===== src/rtl/pipe_stage_elastic.sv =====
// Elastic inter-stage pipeline register with valid/ready handshake, flush and
// stall counter. SKID selects a plain register or a two-entry skid buffer.
module pipe_stage_elastic #(
   parameter int unsigned      WIDTH     = 64,
   parameter int unsigned      SKID      = 1,
   parameter logic [WIDTH-1:0] RESET_VAL = '0,
   parameter int unsigned      CNT_W     = 16
) (
   input  logic             clk,
   input  logic             rst,
   input  logic             in_valid,
   output logic             in_ready,
   input  logic [WIDTH-1:0] in_data,
   output logic             out_valid,
   input  logic             out_ready,
   output logic [WIDTH-1:0] out_data,
   input  logic             flush,
   output logic [1:0]       occupancy,
   output logic [CNT_W-1:0] stall_count
);

   localparam logic [CNT_W-1:0] CNT_ONE = 1;

   always_ff @(posedge clk or posedge rst) begin
      if (rst) begin
         stall_count <= '0;
      end else if (out_valid && !out_ready && (stall_count != '1)) begin
         stall_count <= stall_count + CNT_ONE;
      end
   end

   if (SKID == 0) begin : g_single
      logic             valid_q;
      logic [WIDTH-1:0] data_q;

      assign in_ready  = !flush && (out_ready || !valid_q);
      assign out_valid = valid_q;
      assign out_data  = data_q;
      assign occupancy = {1'b0, valid_q};

      always_ff @(posedge clk or posedge rst) begin
         if (rst) begin
            valid_q <= 1'b0;
            data_q  <= RESET_VAL;
         end else if (flush) begin
            valid_q <= 1'b0;
         end else if (in_valid && in_ready) begin
            valid_q <= 1'b1;
            data_q  <= in_data;
         end else if (valid_q && out_ready) begin
            valid_q <= 1'b0;
         end
      end
   end else begin : g_skid
      typedef enum logic [1:0] {EMPTY, ONE, FULL} state_t;

      state_t           state_q, state_d;
      logic [WIDTH-1:0] main_q, skid_q;
      logic             in_xfer, out_xfer;

      // in_ready depends only on registered state and flush, never on out_ready
      assign in_ready = (state_q != FULL) && !flush;
      assign in_xfer  = in_valid && in_ready;
      assign out_xfer = out_valid && out_ready;
      assign out_data = main_q;

      always_ff @(posedge clk or posedge rst) begin
         if (rst) state_q <= EMPTY;
         else     state_q <= state_d;
      end

      always_comb begin
         state_d = state_q;
         if (flush) begin
            state_d = EMPTY;
         end else begin
            case (state_q)
               EMPTY: if (in_xfer) state_d = ONE;
               ONE: begin
                  if (in_xfer && !out_xfer)      state_d = FULL;
                  else if (!in_xfer && out_xfer) state_d = EMPTY;
               end
               FULL:    if (out_xfer) state_d = ONE;
               default: state_d = EMPTY;
            endcase
         end
      end

      always_comb begin
         out_valid = 1'b0;
         occupancy = 2'd0;
         case (state_q)
            ONE: begin
               out_valid = 1'b1;
               occupancy = 2'd1;
            end
            FULL: begin
               out_valid = 1'b1;
               occupancy = 2'd2;
            end
            default: begin
               out_valid = 1'b0;
               occupancy = 2'd0;
            end
         endcase
      end

      // Flush leaves payload untouched; only the state is squashed
      always_ff @(posedge clk or posedge rst) begin
         if (rst) begin
            main_q <= RESET_VAL;
            skid_q <= RESET_VAL;
         end else if (!flush) begin
            case (state_q)
               EMPTY: if (in_xfer) main_q <= in_data;
               ONE: begin
                  if (in_xfer && out_xfer) main_q <= in_data;
                  else if (in_xfer)        skid_q <= in_data;
               end
               FULL:    if (out_xfer) main_q <= skid_q;
               default: ;
            endcase
         end
      end
   end

endmodule


===== config.mk =====
export PLATFORM = sky130hd
export DESIGN_NAME = pipe_stage_elastic
export DESIGN_NICKNAME = d
export VERILOG_FILES = /design/src/rtl/pipe_stage_elastic.sv
export SDC_FILE = /design/constraint.sdc
export NUM_CORES = 1
export LEC_CHECK = 0
export ABC_AREA = 1
export ABC_CLOCK_PERIOD_IN_PS = 11300
export CAP_MARGIN = 20
export CORE_MARGIN = 2
export CORE_UTILIZATION = 45
export CTS_CLUSTER_DIAMETER = 60
export DETAILED_ROUTE_END_ITERATION = 10
export GPL_ROUTABILITY_DRIVEN = 0
export MAX_ROUTING_LAYER = met4
export PLACE_DENSITY = 0.74
export SLEW_MARGIN = 10
export SYNTH_ARGS = -nofsm -noshare
export SYNTH_HDL_FRONTEND = slang
export SYNTH_SLANG_ARGS = --single-unit

===== constraint.sdc =====
create_clock -name clk -period 11.3 [get_ports clk]
set_input_delay 3.39 -clock clk [delete_from_list [all_inputs] [get_ports clk]]
set_output_delay 3.39 -clock clk [all_outputs]
set_load 0.1 [all_outputs]

==> impl_metrics.toml <==
[logic_synthesis]
synth_simple_gate_area_share_pct = 17.9
ys_seq_elements = 146
synth_edf_count = 0
avgSynthCellArea_um2 = 9.15
synth.distinct_cells = 25
synth_top_family_by_area = "simple AND/OR/NAND/NOR gates"
synth.area.mux_share_pct = 5.75
synth-main-ff-cell = "dfrtp_1"
synth_cells = 761
synth_xor_area_share_pct = 0.880
ys_warn_count = 0
synth_area_um2 = 6970
synthAdderAreaFrac_pct = 1.08
syn_nets = 836
async_reset_ff_share_pct = 100
synth_compound_area_share_pct = 15.0
yosysSeqAreaShare_pct = 52.5

[global_routing]
grt_max_degree = 129
antenna_found_initial = 0
grt-ovfl-total = 0
grt_pass1_wl_um = 25800
first_global_vias = 5135
grt_usage_pct = 20.5

[clocking]
cts_tree = "done"
htreeDepth = 4
cts_max_path_buffers = 2
post_cts_resized = 0
clk_pin_slew_ps = 60
root_buffer = "clkbuf_16"
clk-insertion-delay-late_ps = 430
cts_hold_buf = 0
cts_sinks = 146
numCtsBuffers = 17
cts_post_setup_buffers_inserted = 0

[worst_setup_path]
critical_path.cell_chain = "clkdlybuf4s50_1 -> nor2_8 -> clkdlybuf4s50_1"
worstPathMaxFanout = 4
crit_type = "input port to output port"
arrival_ps = 5250
cpMostUsedCell = "clkdlybuf4s50_1"
cp.required_ps = 7910
critPathCaptureType = "output port"
cp_slowest_stage_delay_ps = 1150
worstSetupStartpointType = "input port"
crit_slowest_cell = "clkdlybuf4s50_1"

[power]
pwr-share-comb_pct = 53.5
power_frac_clock_pct = 18.0
p_leak_nw = 3.93
power_frac_seq_pct = 28.6
swShare_pct = 51.7
switchingPower_mw = 1.56
p_per_area_nw_per_um2 = 334
power.internal_mw = 1.46
fin_total_pwr_mw = 3.02
ir_worst_vdd_mv = 0.175

[timing]
fmax_mhz = 116
timing.setup.tns_ps = 0
tightest_slew_ps = 1100
final_max_slew_viol_count = 0
relSlewSlack_pct = 26.2
finClkSkew_ps = 13.3
finalCritPeriodShare_pct = 76.5
rsz0062_at_grt = "no"
hold_viol_final = 0
fin_crit_ps = 8640
finalSetupViolCount = 0

[finish]
drive_gt1_share_pct = 11.4
diodes = 0
nets = 968
syn2layout_area_growth_pct = 29.7

[floorplan]
core_area_um2 = 15100
dieArea_um2 = 16500
start_util_pct = 46.0
die_w_um = 128
die_h_um = 128
placementRows = 45
io_pins = 153

[status]
status = "finished, final reports clean"

[drt]
ant_nets = 0
wl_met2_um = 7600
topRoutingLayerUsed = "met4"
totalWireLength_um = 15800
vias = 5480
drtIter0Drc = 415
met1_length_um = 7370
post_drt_wl_per_cell_um = 14.4
dr_wl_met3_um = 702
drcViolationCount = 0
vias_per_cell = 5.01
detail_route.first_pass.iterations = 5

[placed_design]
port_buffers = 152
dp_hpwl_um = 9880

[hold_path]
worstHoldPathType = "flip-flop to flip-flop"

[flow_run]
maxCapViolCount = 0
==> power by group through the flow <==
stage	combinational, mW	sequential [mW]	clock [mW]
floorplan	0.470	1.67	0
global placement	1.60	0.862	0
detailed placement	1.62	0.868	0
CTS	1.63	0.863	0.552
global route	1.70	0.889	0.580
finish	1.61	0.861	0.542
==> cells by family after synthesis <==
kind of cell | Yosys count
multiplexers | 40
flip-flops | 146
buffers and inverters | 88
XOR/XNOR | 7
AND/OR/NAND/NOR | 312
AO/OA/AOI/OAI | 162
adder cells (fa/ha/maj) | 6
==> flip-flops by register name, summed over array words and instances, names as in the netlist <==
| register | count |
|---|---|
| g_skid.skid_q | 64 |
| out_data | 64 |
| g_skid.state_q | 2 |
| stall_count | 16 |
==> metrics by stage <==
step | setup WS, ps | hold WS [ps] | utilization (%) | cells | cell area [um^2]
floorplan | 3990 | 467 | - | 761 | 6970
global placement | 2670 | 465 | 55.9 | 1062 | 8470
detailed placement | 2650 | 467 | 55.9 | 1062 | 8470
CTS | 2650 | 482 | 59.6 | 1094 | 9030
global route | 2610 | 493 | 59.6 | 1094 | 9030
finish | 2660 | 478 | 59.6 | 1094 | 9030
==> Yosys cell counts, types with 2 or more instances <==
library cell	n	area (um^2)
o21ai_0	94	470
buf_6	18	203
o21ai_2	60	526
xnor2_1	7	61.3
dfrtp_1	146	3650
mux2i_1	40	400
inv_1	44	165
nand4_1	5	31.3
a21oi_1	2	10.0
nor2_1	20	75.1
nand3_1	8	40.0
o21ai_1	5	25.0
buf_2	10	50.1
ha_1	6	75.1
clkbuf_1	13	48.8
nand2_2	3	18.8
nand2_1	272	1020
==> metal layers <==
layer	vias up	GRT usage [%]
li1	2717	-
met1	2629	27.2
met2	126	31.3
met3	8	5.86
met4	0	5.24
met5	-	-
==> worst paths after layout <==
kind	start	end	slack [ps]	cells past startpoint
max reg2reg	g_skid.state_q[0]	g_skid.skid_q[15]	8520	7
min reg2reg	out_data[17]	out_data[17]	480	2
max in group asynchronous	rst	g_skid.skid_q[29]	6420	3
max	flush	in_ready	2660	3
min	out_data[17]	out_data[17]	480	2
min in group asynchronous	rst	out_data[21]	3450	2
==> final cells by class <==
| cell class | instances | area, um^2 |
|---|---|---|
| clock buffers | 22 | 454 |
| clock inverters | 10 | 110 |
| fillers | 1292 | 6110 |
| inverters | 45 | 174 |
| multi-input cells | 527 | 2860 |
| flip-flops and latches | 146 | 3650 |
| well taps | 188 | 235 |
| repair buffers | 156 | 1550 |
==> worst max-delay path, delay by kind of cell <==
| family | cells | cell delay [ps] |
|---|---|---|
| buffers and inverters | 2 | 1690 |
| AND/OR/NAND/NOR | 1 | 170 |
==> placed cells by master (no fill, tap or decap), types with 2 or more instances in the layout <==
cell	instances
o21ai_0	94
clkinv_2	4
bufinv_16	2
xnor2_1	7
mux2i_1	40
nand3_1	8
clkinvlp_4	4
nand2_1	272
clkbuf_1	4
o21ai_1	5
clkdlybuf4s50_1	152
a21oi_1	2
o21ai_2	60
nand4_1	5
clkbuf_16	17
nand2_2	2
dfrtp_1	146
nor2_1	20
ha_1	5
buf_4	4
inv_1	43
Note: power is estimated with default switching activity, not from simulation.
